[src/rtl/fifo_burst_reader.sv]
// Drains a wide FWFT FIFO into fixed-length memory write bursts on a wrapping ring.
// Optional partial flush after an idle timeout: define FIFO_BURST_READER_FLUSH_EN.
module fifo_burst_reader #(
  parameter int                  DATA_WIDTH     = 128,
  parameter int                  ADDR_WIDTH     = 8,
  parameter int                  BURST_LEN      = 16,
  parameter int                  MEM_ADDR_WIDTH = 32,
  parameter logic [MEM_ADDR_WIDTH-1:0] BASE_ADDR = '0,
  parameter longint unsigned     REGION_BYTES   = 1048576,
  parameter int                  FLUSH_TIMEOUT  = 1024
) (
  input  logic                      clk,
  input  logic                      rstn,
  input  logic                      enable,
  output logic                      fifo_rd_ena,
  input  logic [DATA_WIDTH-1:0]     fifo_rd_dat,
  input  logic                      fifo_rd_empty,
  input  logic [ADDR_WIDTH:0]       fifo_dat_cnt,
  output logic                      cmd_valid,
  input  logic                      cmd_ready,
  output logic [MEM_ADDR_WIDTH-1:0] cmd_addr,
  output logic [7:0]                cmd_len,
  output logic                      wr_valid,
  input  logic                      wr_ready,
  output logic [DATA_WIDTH-1:0]     wr_data,
  output logic                      wr_last,
  output logic                      busy,
  output logic [31:0]               burst_cnt
);

  localparam int BEAT_BYTES = DATA_WIDTH / 8;
  localparam int AW1        = MEM_ADDR_WIDTH + 1;

  localparam logic [AW1-1:0]        RING_END = {1'b0, BASE_ADDR} + AW1'(REGION_BYTES);
  localparam logic [ADDR_WIDTH:0]   FULL_CNT = (ADDR_WIDTH + 1)'(BURST_LEN);
  localparam logic [7:0]            FULL_LEN = 8'(BURST_LEN - 1);

  if (BURST_LEN < 1 || BURST_LEN > 256 || BURST_LEN > (1 << ADDR_WIDTH)) begin : g_bad_burst_len
    $error("fifo_burst_reader: BURST_LEN out of range");
  end
  if (REGION_BYTES % (BURST_LEN * BEAT_BYTES) != 0) begin : g_bad_region
    $error("fifo_burst_reader: REGION_BYTES not a multiple of the burst size");
  end
  if (FLUSH_TIMEOUT < 1) begin : g_bad_timeout
    $error("fifo_burst_reader: FLUSH_TIMEOUT must be at least 1");
  end

  typedef enum logic [1:0] {
    IDLE = 2'd0,
    CMD  = 2'd1,
    DATA = 2'd2
  } state_t;

  state_t                    state;
  state_t                    next_state;
  logic [MEM_ADDR_WIDTH-1:0] addr_q;
  logic [7:0]                len_q;
  logic [7:0]                beat_q;
  logic [31:0]               burst_cnt_q;

  logic                      start_full;
  logic                      flush_go;
  logic                      cmd_hs;
  logic                      wr_hs;
  logic                      last_hs;
  logic [AW1-1:0]            burst_bytes;
  logic [AW1-1:0]            addr_sum;
  logic [MEM_ADDR_WIDTH-1:0] addr_next;

  assign start_full = (state == IDLE) && enable && (fifo_dat_cnt >= FULL_CNT);

`ifdef FIFO_BURST_READER_FLUSH_EN
  localparam int TW = $clog2(FLUSH_TIMEOUT + 1);

  logic [TW-1:0] flush_timer;
  logic          flush_arm;

  assign flush_arm = (state == IDLE) && enable && (fifo_dat_cnt != '0) &&
                     (fifo_dat_cnt < FULL_CNT);
  // The cycle the timer would reach FLUSH_TIMEOUT is the cycle the flush launches.
  assign flush_go  = flush_arm && (flush_timer == TW'(FLUSH_TIMEOUT - 1));

  always_ff @(posedge clk or negedge rstn) begin
    if (!rstn) begin
      flush_timer <= '0;
    end else if (flush_arm && !flush_go) begin
      flush_timer <= flush_timer + 1'b1;
    end else begin
      flush_timer <= '0;
    end
  end
`else
  assign flush_go = 1'b0;
`endif

  assign cmd_hs  = (state == CMD) && cmd_ready;
  assign wr_hs   = (state == DATA) && !fifo_rd_empty && wr_ready;
  assign last_hs = wr_hs && (beat_q == len_q);

  // Ring advance computed one bit wider so the end-of-region compare cannot overflow.
  assign burst_bytes = (AW1'(len_q) + AW1'(1)) * AW1'(BEAT_BYTES);
  assign addr_sum    = {1'b0, addr_q} + burst_bytes;
  assign addr_next   = (addr_sum >= RING_END) ? BASE_ADDR : addr_sum[MEM_ADDR_WIDTH-1:0];

  always_ff @(posedge clk or negedge rstn) begin
    if (!rstn) begin
      state <= IDLE;
    end else begin
      state <= next_state;
    end
  end

  always_comb begin
    next_state = state;
    unique case (state)
      IDLE: begin
        if (start_full || flush_go) begin
          next_state = CMD;
        end
      end
      CMD: begin
        if (cmd_ready) begin
          next_state = DATA;
        end
      end
      DATA: begin
        if (last_hs) begin
          next_state = IDLE;
        end
      end
      default: next_state = IDLE;
    endcase
  end

  always_ff @(posedge clk or negedge rstn) begin
    if (!rstn) begin
      addr_q      <= BASE_ADDR;
      len_q       <= '0;
      beat_q      <= '0;
      burst_cnt_q <= '0;
    end else begin
      if (start_full) begin
        len_q <= FULL_LEN;
      end else if (flush_go) begin
        len_q <= 8'(fifo_dat_cnt - 1'b1);
      end

      if (cmd_hs) begin
        beat_q <= '0;
      end else if (wr_hs) begin
        beat_q <= beat_q + 8'd1;
      end

      if (last_hs) begin
        burst_cnt_q <= burst_cnt_q + 32'd1;
        addr_q      <= addr_next;
      end
    end
  end

  assign cmd_valid   = (state == CMD);
  assign cmd_addr    = addr_q;
  assign cmd_len     = len_q;
  assign wr_valid    = (state == DATA) && !fifo_rd_empty;
  assign wr_data     = fifo_rd_dat;
  assign wr_last     = wr_valid && (beat_q == len_q);
  assign fifo_rd_ena = wr_hs;
  assign busy        = (state != IDLE);
  assign burst_cnt   = burst_cnt_q;

endmodule

[config.mk]
export PLATFORM = sky130hd
export DESIGN_NAME = fifo_burst_reader
export DESIGN_NICKNAME = d
export VERILOG_FILES = /design/src/rtl/fifo_burst_reader.sv
export SDC_FILE = /design/constraint.sdc
export NUM_CORES = 1
export LEC_CHECK = 0
export ABC_AREA = 1
export BUFFER_PORTS_ARGS = -buffer_cell sky130_fd_sc_hd__buf_2
export CAP_MARGIN = 20
export CORE_AREA = 10 10 126 128
export DETAILED_ROUTE_END_ITERATION = 8
export DIE_AREA = 0 0 136 138
export HOLD_SLACK_MARGIN = 0.12
export PLACE_DENSITY_LB_ADDON = 0.3
export SYNTH_ARGS = -nofsm -noshare
export SYNTH_HDL_FRONTEND = slang
export SYNTH_SLANG_ARGS = --single-unit
[constraint.sdc]
create_clock -name clk -period 5.22 [get_ports clk]
set_input_delay 1.044 -clock clk [delete_from_list [all_inputs] [get_ports clk]]
set_output_delay 1.044 -clock clk [all_outputs]
set_load 0.05 [all_outputs]
==> After elaboration in Yosys (flattened, before gate mapping) <==
Index checks and enable logic that the tools add are counted.
{ "classes": {"n_addsub": 4, "order_cmp": 2, "n_eq_ne": 6, "muxes": 7, "reduce_logical": 12} }
{ "op_table": {"columns": ["cell", "n"], "rows": [
  ["$add 32x9->33", 1],
  ["$ge 33x21->1 const B", 1],
  ["$add 32x1->32 const B", 1],
  ["$mux 32", 1],
  ["$mux 8", 2],
  ["$ge 9x5->1 const B", 1],
  ["$add 8x1->8 const B", 1],
  ["$eq 8x4->1", 1],
  ["$logic_and 1x1->1", 7],
  ["$mux 2", 3],
  ["$pmux 2 s3", 1],
  ["$add 4x1->5 const B", 1],
  ["$ne 2x2->1 const B", 2],
  ["$reduce_bool 2->1", 2],
  ["$reduce_and 3->1", 1],
  ["$eq 2x1->1 const B", 1],
  ["$eq 2x2->1 const B", 1],
  ["$logic_not 2->1", 1],
  ["$ne 2x1->1 const B", 1],
  ["$logic_not 1->1", 1]
]} }
{ "totals": {"reg_bits": 75, "in_bits": 143, "out_inout_bits": 205, "wordCells": 36} }

==> Depth between registers and ports, before layout <==
{ "depth": {"depth_word": 6, "mapped_depth": 16, "depth_no_buf": 15} }

==> Worst setup path before layout <==
Ideal clock, no wire load.
{ "synth_timing": {"path_kind": "input port to output port", "start": "input port fifo_rd_empty", "end": "output port wr_last", "t_arrival_ns": 3.176, "t_required_ns": 4.176, "setup_slack_ns": 1.000, "path_stages": 3, "n_path_buf": 0, "path_cell_list": "nor2_2 inv_1 nor4_1"} }
{ "synth_between": {"elab_chain_len": 3} }
{ "synth_lines": {"columns": ["item", "line", "text"], "rows": [
  ["start: declaration", "17", "input logic fifo_rd_empty,"],
  ["$logic_not 1->1", "164", "assign wr_valid = (state == DATA) && !fifo_rd_empty;"],
  ["$logic_and 1x1->1", "164", null],
  ["$logic_and 1x1->1", "166", "assign wr_last = wr_valid && (beat_q == len_q);"],
  ["end: declaration", "26", "output logic wr_last,"]
]} }
No other way between the ends.

==> Final worst setup path <==
{ "layout_timing": {"start": "register, netlist name cmd_len[0]", "end": "register addr_q[19], in the netlist cmd_addr[19]"} }
{ "layout_between": {"elab_chain_len": 4, "elab_cells_between_ends": 6, "cone_classes": "add/sub: 2; order compare: 1; eq/ne: 1; mux: 1; reduce/logical: 1"} }
{ "layout_lines": {"columns": ["item", "line", "text"], "rows": [
  ["$add 4x1->5", "101", "assign burst_bytes = (AW1'(len_q) + AW1'(1)) * AW1'(BEAT_BYTES);"],
  ["$add 32x9->33", "102", "assign addr_sum = {1'b0, addr_q} + burst_bytes;"],
  ["$ge 33x21->1", "103", "assign addr_next = (addr_sum >= RING_END) ? BASE_ADDR : addr_sum[MEM_ADDR_WIDTH-1:0];"],
  ["$mux 32", "103", null],
  ["end signal: assignment", "156", "addr_q <= addr_next;"],
  ["end: declaration", "56", "logic [MEM_ADDR_WIDTH-1:0] addr_q;"]
]} }
Several ways; a longest one is shown, not always the timed one.
A chain may end at the register's enable or synchronous reset.

==> run summary <==
Number of global-route vias before repair -> 4,259
Max Clk Rate -> 329 MHz
GRT Util Overall -> 15.1%
Cell mode on critical path -> nand2_1
Power Dens Cells -> 259 nW/um2
Share of the synthesized area in the top cell type -> 32.3%
Clock latency at the later pin of the worst-skew pair -> 0.34 ns
Final hold violations -> 0
Share of layout cells above drive strength 1 -> 16.1%
Yosys Warn Count -> 0
DRT Pass-1 Iters -> 4
Fin nets -> 869
Die footprint -> 18,800 um2
Buffers on Ports -> 79
Post-synth top area cell -> dfrtp_1
DR vias -> 4,366
Max cap viols -> 0
Crit path max-delay cell type -> nor2_2
Die width -> 136 um
Final Skew -> 0.00996 ns
Reg2reg start -> cmd_len[0]
Fill count -> 1,454
Synth Instances -> 771
Setup violators final -> 0
DR DRC count -> 0
Crit path cell chain -> inv_1 -> ha_1 -> ha_1 -> nand3_1 -> inv_1 -> nand2_1 -> nand2_2 -> nand2_1 -> nand2_1 -> nand3_1 -> nor2_1 -> nand2_1 -> nor2_2 -> nand3_1 -> nand2_1
Crit path from -> cmd_len[0]
#FFs+latches synth -> 71
Die height -> 138 um
Root Driver -> clkbuf_16
DRT iter0 DRCs -> 291
Startpoint types -> flip-flop
Synthesized area -> 5490 um2
Synth Flop Type -> dfrtp_1
Ranking of synthesized cells by area -> dfrtp_1, buf_4, nand2_1
# hold bufs at CTS -> 0
Site Rows -> 43
Ys async rst share -> 100%
First-pass GRT wire length -> 23,000 um
Final Worst Setup Slack -> 2.18 ns
CTS tree -> done
Leakage power -> 0.00272 uW
Num ports -> 348
Synth cell types -> 32
Register area share after synthesis -> 32.3%
Resized cells post-CTS -> 0
Syn Area/Cell -> 7.12 um2
Min Clock Period, post-route -> 3.04 ns
TritonCTS Sinks -> 71
Crit path DAT -> 3.31 ns
Starting Density -> 40.7%
Routed len/inst -> 15.6 um
Post-route ant nets -> 0
Max-slew headroom -> 37.9%
Worst-margin pin slew -> 0.931 ns
Routability Congestion -> 0.937
Antenna fix cells -> 0
Worst Path Required -> 5.49 ns
WL final -> 14,100 um
Pins Over Slew Limit -> 0
Post-CTS Setup Bufs -> 0
Number of synthesized flops with an enable pin -> 0
GRT overflow -> 0
Htree depth -> 3
VDD IR-drop max -> 0.196 mV
Hold Path Class -> flip-flop to flip-flop
Most frequent cells in the layout -> nand2_1, nor2_1, buf_2
Status -> finished, final reports clean
Core Area -> 13,500 um2
Layout area overhead -> -2.46%
Crit path max fanout -> 16
Fin crit share -> 58.2%
Clk slew on worst S/H paths -> 0.06 ns
CTS Buf Count -> 9
Largest stage delay, worst path -> 0.60 ns
Initial antenna violation count -> 0
Commonest non-fill, non-tap cell in the layout -> nand2_1
Crit. End Element -> flip-flop
Min-delay src -> beat_q[7]
RSZ-0062 raised after global routing -> no
Max Root-Sink Buffers -> 2
Setup WS pre-CTS -> 2.18 ns
Crit path kind -> flip-flop to flip-flop
Setup TNS -> 0 ns
Post-DP HPWL -> 11,000 um
Vias/cell -> 4.82
Pin count of the biggest net entering global routing -> 72
[Yosys cell counts (3+ instances only)]
library cell	n
a21oi_1	8
a31oi_1	3
buf_4	139
buf_6	3
clkbuf_1	6
dfrtp_1	71
ha_1	5
inv_1	62
nand2_1	221
nand2_2	4
nand3_1	41
nand3b_1	4
nand4_1	20
nor2_1	82
nor2_2	6
nor3_1	19
nor3b_1	4
nor4_1	3
o21ai_0	14
xnor2_1	18
xor2_1	24
[path summary, 6_finish.rpt]
check                                endpoint  slack (ns)  cells after the start
worst min register to register      beat_q[7]        0.47                      1
worst min-delay path                beat_q[7]        0.47                      1
worst max-delay path             cmd_addr[19]        2.18                     15
min in group asynchronous        cmd_addr[27]        0.81                      1
worst max register to register   cmd_addr[19]        2.18                     15
max in group asynchronous       burst_cnt[20]        3.77                      1
[flip-flops by register name, summed over array words and instances (netlist names)]
signal and count:
beat_q 8, burst_cnt 32, cmd_addr 28, cmd_len 1, state 2
[per-stage QoR]
stage | total power, uW | instance area (um2) | util (%) | hold slack, ns | cells
floorplan | 989 | 5520 | - | 0.433 | 778
global placement | 768 | 5050 | 37.4 | 0.456 | 890
detailed placement | 768 | 5050 | 37.4 | 0.463 | 890
CTS | 1410 | 5360 | 39.7 | 0.468 | 906
global route | 1450 | 5360 | 39.7 | 0.504 | 906
finish | 1390 | 5360 | 39.7 | 0.468 | 906
[metal layers]
metal	share of wire, %	routed length (um)	track usage [%]
met5	0	0	0
met1	42	5960	19.1
met2	45	6410	22.7
met3	7.9	1110	3.77
met4	4.6	649	8.81
[kinds of logic (layout without fill, tap and decap cells)]
group | count (synthesis) | count (layout) | synth area share [%]
xor gates and xnor gates | 42 | 42 | 6.70
adders and majority gates | 5 | 5 | 1.14
DFF | 71 | 71 | 32.3
buffers and inverters | 213 | 161 | 24.6
other | 1 | 8 | 0.0683
and+or+nand+nor | 410 | 410 | 32.0
AOI/OAI and AO/OA | 29 | 29 | 3.14
[final cells by class]
class	count	area (um2)	share of cell area [%]
multi-input cells	494	2390	44.7
well taps	180	225	4.20
clock inverters	5	56.3	1.05
flip-flops and latches	71	1780	33.2
inverters	64	240	4.48
clock buffers	11	253	4.72
repair buffers	81	413	7.71
[worst max-delay path, delay by kind of cell, from the launching register on]
family                     cells  cell delay (ns)
and+or+nand+nor               11             1.64
DFF                            1             0.49
adders and majority gates      2             0.48
buffers and inverters          2             0.33
[power breakdown]
| part | internal [uW] | switching [uW] | leakage, uW |
|---|---|---|---|
| Combinational | 36.0 | 126 | 0.00163 |
| Sequential | 571 | 23.1 | 0.000947 |
| Clock | 395 | 239 | 0.000152 |
Power figures use the tool's default switching activity.
